**src/rtl/spi_bridge_pkg.sv**
```systemverilog
// Shared definitions for the SPI-to-DSI bridge: command codes, line geometry
// and the receiver state encoding.
package spi_bridge_pkg;

    localparam int unsigned LINE_BYTES  = 480;
    localparam logic [7:0]  CMD_FRAME   = 8'h3F;
    localparam logic [7:0]  CMD_LINE    = 8'h6B;
    localparam int unsigned SYNC_STAGES = 2;

    typedef enum logic [1:0] {
        IDLE,
        CMD,
        DATA,
        SKIP
    } rx_state_t;

endpackage

```
**src/rtl/spi_line_receiver_if.sv**
```systemverilog
// Line FIFO write port plus framing/error events between the SPI receiver
// (master) and the DSI packetizer (slave).
interface spi_line_receiver_if #(
    parameter int unsigned LINE_BYTES = spi_bridge_pkg::LINE_BYTES
);
    localparam int unsigned CNT_W = $clog2(LINE_BYTES + 1);

    logic             fifo_full_i;
    logic [7:0]       fifo_data_o;
    logic             fifo_wr_o;
    logic             frame_start_o;
    logic             line_start_o;
    logic             line_done_o;
    logic             short_line_o;
    logic             cmd_error_o;
    logic             overflow_o;
    logic [CNT_W-1:0] byte_count_o;

    modport master (
        input  fifo_full_i,
        output fifo_data_o, fifo_wr_o, frame_start_o, line_start_o,
               line_done_o, short_line_o, cmd_error_o, overflow_o, byte_count_o
    );

    modport slave (
        output fifo_full_i,
        input  fifo_data_o, fifo_wr_o, frame_start_o, line_start_o,
               line_done_o, short_line_o, cmd_error_o, overflow_o, byte_count_o
    );

endinterface

```
**src/rtl/spi_input_sync.sv**
```systemverilog
// Brings CS/SCK/MOSI into the system clock domain and produces registered
// single-cycle edge events plus the MOSI sample aligned with sck_rise.
module spi_input_sync #(
    parameter int unsigned SYNC_STAGES = spi_bridge_pkg::SYNC_STAGES
) (
    input  logic clock,
    input  logic reset,
    input  logic spi_cs_i,
    input  logic spi_clk_i,
    input  logic spi_mosi_i,
    output logic sck_rise,
    output logic cs_fall,
    output logic cs_rise,
    output logic mosi_s
);

    logic [SYNC_STAGES-1:0] cs_sync;
    logic [SYNC_STAGES-1:0] sck_sync;
    logic [SYNC_STAGES-1:0] mosi_sync;
    logic                   cs_d;
    logic                   sck_d;

    // NOTE: non-blocking assignments make every flop sample the pre-edge value,
    // which is what turns this into a real shift chain rather than a wire.
    always_ff @(posedge clock or posedge reset) begin
        if (reset) begin
            // CS chain resets low so a CS already low at reset release is not
            // mistaken for a fresh select; a CS rise in IDLE is harmless.
            cs_sync   <= '0;
            sck_sync  <= '0;
            mosi_sync <= '0;
            cs_d      <= 1'b0;
            sck_d     <= 1'b0;
            sck_rise  <= 1'b0;
            cs_fall   <= 1'b0;
            cs_rise   <= 1'b0;
            mosi_s    <= 1'b0;
        end else begin
            cs_sync   <= {cs_sync[SYNC_STAGES-2:0], spi_cs_i};
            sck_sync  <= {sck_sync[SYNC_STAGES-2:0], spi_clk_i};
            mosi_sync <= {mosi_sync[SYNC_STAGES-2:0], spi_mosi_i};
            cs_d      <= cs_sync[SYNC_STAGES-1];
            sck_d     <= sck_sync[SYNC_STAGES-1];
            sck_rise  <= sck_sync[SYNC_STAGES-1] & ~sck_d;
            cs_fall   <= cs_d & ~cs_sync[SYNC_STAGES-1];
            cs_rise   <= ~cs_d & cs_sync[SYNC_STAGES-1];
            mosi_s    <= mosi_sync[SYNC_STAGES-1];
        end
    end

endmodule

```
**src/rtl/spi_line_receiver.sv**
```systemverilog
// SPI slave line receiver: deserializes MSB-first bytes, decodes the per-line
// command and writes pixel bytes to the line FIFO with framing/error events.
module spi_line_receiver #(
    parameter int unsigned LINE_BYTES  = spi_bridge_pkg::LINE_BYTES,
    parameter logic [7:0]  CMD_FRAME   = spi_bridge_pkg::CMD_FRAME,
    parameter logic [7:0]  CMD_LINE    = spi_bridge_pkg::CMD_LINE,
    parameter int unsigned SYNC_STAGES = spi_bridge_pkg::SYNC_STAGES
) (
    input  logic                clock,
    input  logic                reset,
    input  logic                spi_cs_i,
    input  logic                spi_clk_i,
    input  logic                spi_mosi_i,
    spi_line_receiver_if.master bus
);
    import spi_bridge_pkg::*;

    localparam int unsigned      CNT_W      = $clog2(LINE_BYTES + 1);
    localparam logic [CNT_W-1:0] LAST_COUNT = CNT_W'(LINE_BYTES);

    logic sck_rise, cs_fall, cs_rise, mosi_s;

    spi_input_sync #(.SYNC_STAGES(SYNC_STAGES)) u_sync (
        .clock      (clock),
        .reset      (reset),
        .spi_cs_i   (spi_cs_i),
        .spi_clk_i  (spi_clk_i),
        .spi_mosi_i (spi_mosi_i),
        .sck_rise   (sck_rise),
        .cs_fall    (cs_fall),
        .cs_rise    (cs_rise),
        .mosi_s     (mosi_s)
    );

    rx_state_t        state;
    logic [7:0]       shift_q;
    logic [2:0]       bit_cnt;
    logic             byte_done;
    logic [7:0]       byte_q;
    logic [7:0]       data_q;
    logic             wr_q, frame_q, line_q, done_q, short_q, err_q, ovf_q;
    logic [CNT_W-1:0] count_q;
    logic [CNT_W-1:0] count_inc;

    assign count_inc = count_q + CNT_W'(1);

    always_ff @(posedge clock or posedge reset) begin
        if (reset) begin
            state     <= IDLE;
            shift_q   <= '0;
            bit_cnt   <= '0;
            byte_done <= 1'b0;
            byte_q    <= '0;
            data_q    <= '0;
            wr_q      <= 1'b0;
            frame_q   <= 1'b0;
            line_q    <= 1'b0;
            done_q    <= 1'b0;
            short_q   <= 1'b0;
            err_q     <= 1'b0;
            ovf_q     <= 1'b0;
            count_q   <= '0;
        end else begin
            wr_q      <= 1'b0;
            frame_q   <= 1'b0;
            line_q    <= 1'b0;
            done_q    <= 1'b0;
            short_q   <= 1'b0;
            err_q     <= 1'b0;
            byte_done <= 1'b0;

            // Deserializer runs only while a line is open; CS rise masks a coincident SCK edge.
            if (sck_rise && !cs_rise && (state == CMD || state == DATA)) begin
                shift_q <= {shift_q[6:0], mosi_s};
                bit_cnt <= bit_cnt + 3'd1;
                if (bit_cnt == 3'd7) begin
                    byte_done <= 1'b1;
                    byte_q    <= {shift_q[6:0], mosi_s};
                end
            end

            case (state)
                IDLE: begin
                    if (cs_fall) begin
                        state   <= CMD;
                        shift_q <= '0;
                        bit_cnt <= '0;
                        count_q <= '0;
                    end
                end
                CMD: begin
                    if (cs_rise) begin
                        short_q <= (bit_cnt != 3'd0) || byte_done;
                        state   <= IDLE;
                    end else if (byte_done) begin
                        if (byte_q == CMD_FRAME) begin
                            frame_q <= 1'b1;
                            line_q  <= 1'b1;
                            ovf_q   <= 1'b0;
                            state   <= DATA;
                        end else if (byte_q == CMD_LINE) begin
                            line_q <= 1'b1;
                            state  <= DATA;
                        end else begin
                            err_q <= 1'b1;
                            state <= SKIP;
                        end
                    end
                end
                DATA: begin
                    if (cs_rise) begin
                        short_q <= 1'b1;
                        state   <= IDLE;
                    end else if (byte_done) begin
                        if (bus.fifo_full_i) begin
                            ovf_q <= 1'b1;
                        end else begin
                            wr_q   <= 1'b1;
                            data_q <= byte_q;
                        end
                        count_q <= count_inc;
                        if (count_inc == LAST_COUNT) begin
                            done_q <= 1'b1;
                            state  <= SKIP;
                        end
                    end
                end
                SKIP: begin
                    if (cs_rise) state <= IDLE;
                end
                default: state <= IDLE;
            endcase
        end
    end

    assign bus.fifo_data_o   = data_q;
    assign bus.fifo_wr_o     = wr_q;
    assign bus.frame_start_o = frame_q;
    assign bus.line_start_o  = line_q;
    assign bus.line_done_o   = done_q;
    assign bus.short_line_o  = short_q;
    assign bus.cmd_error_o   = err_q;
    assign bus.overflow_o    = ovf_q;
    assign bus.byte_count_o  = count_q;

endmodule

```
**src/flat_wrapper.sv**
```systemverilog
// flat-port wrapper written by rule: the top's interface ports become plain ports
module spi_line_receiver_flat import spi_bridge_pkg::*;
#(
    parameter int unsigned LINE_BYTES  = spi_bridge_pkg::LINE_BYTES,
    parameter logic [7:0]  CMD_FRAME   = spi_bridge_pkg::CMD_FRAME,
    parameter logic [7:0]  CMD_LINE    = spi_bridge_pkg::CMD_LINE,
    parameter int unsigned SYNC_STAGES = spi_bridge_pkg::SYNC_STAGES
)
  (clock, reset, spi_cs_i, spi_clk_i, spi_mosi_i, bus_fifo_full_i, bus_fifo_data_o, bus_fifo_wr_o, bus_frame_start_o, bus_line_start_o, bus_line_done_o, bus_short_line_o, bus_cmd_error_o, bus_overflow_o, bus_byte_count_o);
  spi_line_receiver_if #(.LINE_BYTES(LINE_BYTES)) bus_i ();
  input  logic clock;
  input  logic reset;
  input  logic spi_cs_i;
  input  logic spi_clk_i;
  input  logic spi_mosi_i;
  input wire logic [$bits(bus_i.fifo_full_i)-1:0] bus_fifo_full_i;
  output wire logic [$bits(bus_i.fifo_data_o)-1:0] bus_fifo_data_o;
  output wire logic [$bits(bus_i.fifo_wr_o)-1:0] bus_fifo_wr_o;
  output wire logic [$bits(bus_i.frame_start_o)-1:0] bus_frame_start_o;
  output wire logic [$bits(bus_i.line_start_o)-1:0] bus_line_start_o;
  output wire logic [$bits(bus_i.line_done_o)-1:0] bus_line_done_o;
  output wire logic [$bits(bus_i.short_line_o)-1:0] bus_short_line_o;
  output wire logic [$bits(bus_i.cmd_error_o)-1:0] bus_cmd_error_o;
  output wire logic [$bits(bus_i.overflow_o)-1:0] bus_overflow_o;
  output wire logic [$bits(bus_i.byte_count_o)-1:0] bus_byte_count_o;
  assign bus_i.fifo_full_i = bus_fifo_full_i;
  assign bus_fifo_data_o = bus_i.fifo_data_o;
  assign bus_fifo_wr_o = bus_i.fifo_wr_o;
  assign bus_frame_start_o = bus_i.frame_start_o;
  assign bus_line_start_o = bus_i.line_start_o;
  assign bus_line_done_o = bus_i.line_done_o;
  assign bus_short_line_o = bus_i.short_line_o;
  assign bus_cmd_error_o = bus_i.cmd_error_o;
  assign bus_overflow_o = bus_i.overflow_o;
  assign bus_byte_count_o = bus_i.byte_count_o;
  spi_line_receiver #(.LINE_BYTES(LINE_BYTES), .CMD_FRAME(CMD_FRAME), .CMD_LINE(CMD_LINE), .SYNC_STAGES(SYNC_STAGES)) u_core (.clock(clock), .reset(reset), .spi_cs_i(spi_cs_i), .spi_clk_i(spi_clk_i), .spi_mosi_i(spi_mosi_i), .bus(bus_i));
endmodule
```
**config.mk**
```make
export PLATFORM = sky130hd
export DESIGN_NAME = spi_line_receiver_flat
export DESIGN_NICKNAME = d
export VERILOG_FILES = /design/src/rtl/spi_bridge_pkg.sv /design/src/rtl/spi_line_receiver_if.sv /design/src/rtl/spi_input_sync.sv /design/src/rtl/spi_line_receiver.sv /design/src/flat_wrapper.sv
export SDC_FILE = /design/constraint.sdc
export NUM_CORES = 1
export LEC_CHECK = 0
export ABC_CLOCK_PERIOD_IN_PS = 2800
export CAP_MARGIN = 20
export CORE_UTILIZATION = 55
export CTS_BUF_LIST = sky130_fd_sc_hd__clkbuf_8 sky130_fd_sc_hd__clkbuf_16
export CTS_CLUSTER_DIAMETER = 30
export DETAILED_ROUTE_END_ITERATION = 7
export PLACE_DENSITY = 0.83
export RECOVER_POWER = 25
export SYNTH_ARGS = -nofsm -noshare
export SYNTH_HDL_FRONTEND = slang
export SYNTH_SLANG_ARGS = --single-unit
```
**constraint.sdc**
```tcl
create_clock -name clock -period 2.8 [get_ports clock]
set_clock_uncertainty 0.15 [all_clocks]
set_input_delay 0.42 -clock clock [delete_from_list [all_inputs] [get_ports clock]]
set_output_delay 0.42 -clock clock [all_outputs]
set_load 0.05 [all_outputs]
```
==> results of run 1 <==
registers in the layout, summed over array words and instances, names as in the netlist:
name and count:
u_core.bus.line_done_o 1, u_core.u_sync.cs_rise 1, u_core.u_sync.sck_sync 2, u_core.u_sync.mosi_sync 2
u_core.u_sync.cs_d 1, u_core.bus.line_start_o 1, u_core.bus.short_line_o 1, u_core.bus.fifo_wr_o 1
u_core.u_sync.sck_rise 1, u_core.byte_q 8, u_core.bus.fifo_data_o 8, u_core.bus.cmd_error_o 1
u_core.u_sync.mosi_s 1, u_core.bus.byte_count_o 9, u_core.bus.frame_start_o 1, u_core.bit_cnt 3
u_core.byte_done 1, u_core.u_sync.cs_sync 2, u_core.shift_q 7, u_core.u_sync.sck_d 1
u_core.state 2, u_core.bus.overflow_o 1, u_core.u_sync.cs_fall 1
metal layers:
metal | vias up | share of wire, %
met5 | - | 0
met4 | 0 | 3.1
met3 | 16 | 5.1
met2 | 52 | 45
met1 | 828 | 47
li1 | 843 | -
worst paths after layout:
| check | start | end | slack (ps) |
|---|---|---|---|
| hold / removal | u_core.u_sync.mosi_sync[0] | u_core.u_sync.mosi_sync[1] | 200 |
| setup reg to reg | u_core.bus.byte_count_o[1] | u_core.state[1] | 390 |
| max in group asynchronous | reset | u_core.bit_cnt[2] | 1230 |
| min in group asynchronous | reset | u_core.bus.fifo_data_o[2] | 590 |
| hold reg to reg | u_core.u_sync.mosi_sync[0] | u_core.u_sync.mosi_sync[1] | 200 |
| setup / recovery | u_core.bus.byte_count_o[1] | u_core.state[1] | 390 |
cells by family (layout without fill, tap and decap cells):
logic type	count (synthesis)	count (layout)	synth area share [%]
and+or+nand+nor	82	82	15.6
muxes	17	17	7.83
DFF	57	57	57.2
adders and majority gates	9	9	4.52
buffers and inverters	17	55	3.01
xor gates and xnor gates	5	5	1.76
AOI/OAI and AO/OA	41	41	10.0
cells in the mapped netlist (2+ instances only):
master    instances  area [um^2]
dfrtp_1          57         1430
nand2_1          34          128
nor2_1           19         71.3
a21oi_1          16         80.1
mux2_2           16          180
o21ai_0          10         50.1
ha_1              9          113
inv_1             8         30.0
nor2b_1           6         37.5
nand3_1           5         25.0
clkbuf_1          4         15.0
nand2b_1          3         18.8
o41ai_1           3         26.3
xnor2_1           3         26.3
a31oi_1           2         12.5
buf_2             2         10.0
nand4_1           2         12.5
nor3_1            2         10.0
nor3b_1           2         15.0
o211ai_1          2         15.0
xor2_1            2         17.5
where the power goes:
group          internal, mW  leakage, nW  total [mW]  switching (mW)
combinational         0.157        0.544       0.367           0.211
clock                 0.402        0.104       0.711           0.309
sequential            0.904        0.763       0.972          0.0682
total                  1.46         1.41        2.05           0.588
layout by cell type, fill, tap and decap left out, drive strengths merged, types with 3 or more instances in the layout:
cell type	n
dfrtp	57
nand2	35
clkdlybuf4s50	25
nor2	20
mux2	17
a21oi	16
o21ai	11
inv	9
ha	9
clkbuf	9
nor2b	6
nand3	5
clkinv	5
dlygate4sd3	4
nand2b	3
o41ai	3
xnor2	3
metrics by stage:
step           cell area [um^2]  cells  worst slack [ps]  hold WS (ps)  total power [mW]
2_1_floorplan              2490    228               233           181              1.25
3_3_place_gp               2830    302               453           182              1.33
3_5_place_dp               2830    302               383           187              1.35
4_1_cts                    3020    318               373           201              2.06
5_1_grt                    3020    318               271           211              2.17
6_report                   3020    318               386           202              2.05
area by class of cell:
cell class                      count  area share, %
Clock inverter                      7           2.07
Clock buffer                        9           4.11
Inverter                            8          0.995
Tap cell                           52           2.16
Sequential cell                    57           47.3
Timing Repair Buffer               31           10.5
Multi-Input combinational cell    154           32.8
critical path, delay by kind of cell (launching register included):
kind / cells / cell delay, ps
AO/OA/AOI/OAI: 3 / 530
multiplexers: 1 / 290
AND/OR/NAND/NOR: 2 / 430
adder cells (fa/ha/maj): 1 / 420
flip-flops: 1 / 470
==> results.py, run 1 <==
metrics = {
    "cells_and_area": {
        "fill_cells": 305,
        "nets": 276,
        "fin_util_pct": 69.3,
        "n_antenna_cell": 0,
        "area_growth_pct": 21.0,
        "regArea_um2": 1430,
        "multi_input_area_um2": 991,
        "drive_gt1_share_pct": 14.7,
    },
    "global_routing": {
        "track_usage_pct": 19.5,
        "top_usage_layer": "met2",
        "met2_usage_pct": 27.3,
        "use_met1_pct": 26.1,
        "grt_max_degree": 35,
        "met3_usage_pct": 6.25,
        "grt_pass1_vias": 1582,
        "grt_overflow_total": 0,
        "grt_antenna_before_repair": 0,
        "grt_pass1_wl_um": 7050,
    },
    "yosys": {
        "synth_edf_count": 0,
        "yosys_warnings": 0,
        "synth-seq-area-share_pct": 57.2,
        "synthesis.instances": 228,
        "synth_flop_cell": "dfrtp_1",
        "synth_area_um2": 2490,
        "synth_nets": 243,
        "synth_area_per_cell_um2": 10.9,
        "synthArstFlopShare_pct": 100,
        "synth_seq_cells": 57,
        "yosysUniqueCellTypes": 42,
    },
    "sta": {
        "relSlewSlack_pct": 37.1,
        "hold_violations": 0,
        "finalSetupTns_ps": 0,
        "setup_viol": 0,
        "finalCritPeriodShare_pct": 86.2,
        "rsz0062_at_grt": "no",
        "period_needed_ps": 2410,
        "slew_violations": 0,
        "worst-slew-pin-transition_ps": 943,
        "fmax_mhz": 414,
    },
    "worst_setup_path": {
        "crit_path_end_kind": "register",
        "crit_path_top_delay_cell": "dfrtp_1",
        "rr_worst_depth": 7,
        "worst_ep_required_time_ps": 2860,
        "critical_path_class": "register to register",
        "path_cells": "ha_1 -> nand2_4 -> or3b_1 -> a21o_1 -> a211oi_2 -> o21ai_2 -> mux2_4",
        "slowest_delay_ps": 470,
        "path_max_fanout": 9,
        "start_kind": "register",
        "crit_arrival_ps": 2480,
    },
    "die": {
        "start_util_pct": 57.2,
        "die_y_um": 69.3,
        "pin_count": 30,
        "chipWidth_um": 69.3,
        "rows": 24,
        "die_area_um2": 4800,
        "core_area_um2": 4350,
    },
    "route": {
        "drtIter0Drc": 133,
        "detail_route.wl_per_cell_um": 13.4,
        "viasPerCell": 5.47,
        "vias": 1739,
        "drt_wl_total_um": 4270,
        "route.detailed.drc": 0,
        "ant_nets": 0,
        "dr.pass1.iters": 4,
    },
    "cts": {
        "cts_buffers": 9,
        "clock_latency_ps": 330,
        "clockBufferDepth": 2,
        "ctsResizeCount": 0,
        "htree_levels": 3,
        "cts_tree": "built",
        "cts_root_buf": "clkbuf_8",
        "clkTransAtPathRegs_ps": 60,
        "clkSinkCount": 57,
        "cts_setup_buffers": 0,
        "holdBufCountCts": 0,
    },
    "outcome": {
        "status": "finished, final reports clean",
    },
    "worst_hold_path": {
        "hold_path.class": "register to register",
        "min_path_cells": 0,
    },
    "pwr": {
        "power_density_nw_per_um2": 680,
        "ir_drop_mv": 0.327,
        "leakage_nw": 1.41,
    },
    "place": {
        "hpwl_um": 2950,
        "place_congestion": 0.828,
        "io_buffers": 29,
    },
    "run": {
        "cap_viol_max_count": 0,
    },
}
Note: power is estimated with default switching activity, not from simulation.
==> run 2, diff against run 1 <==
GPL_TIMING_DRIVEN = 1   (was unset)
==> results of run 2 <==
Final layout, timing and power as in run 1 (identical DEF).
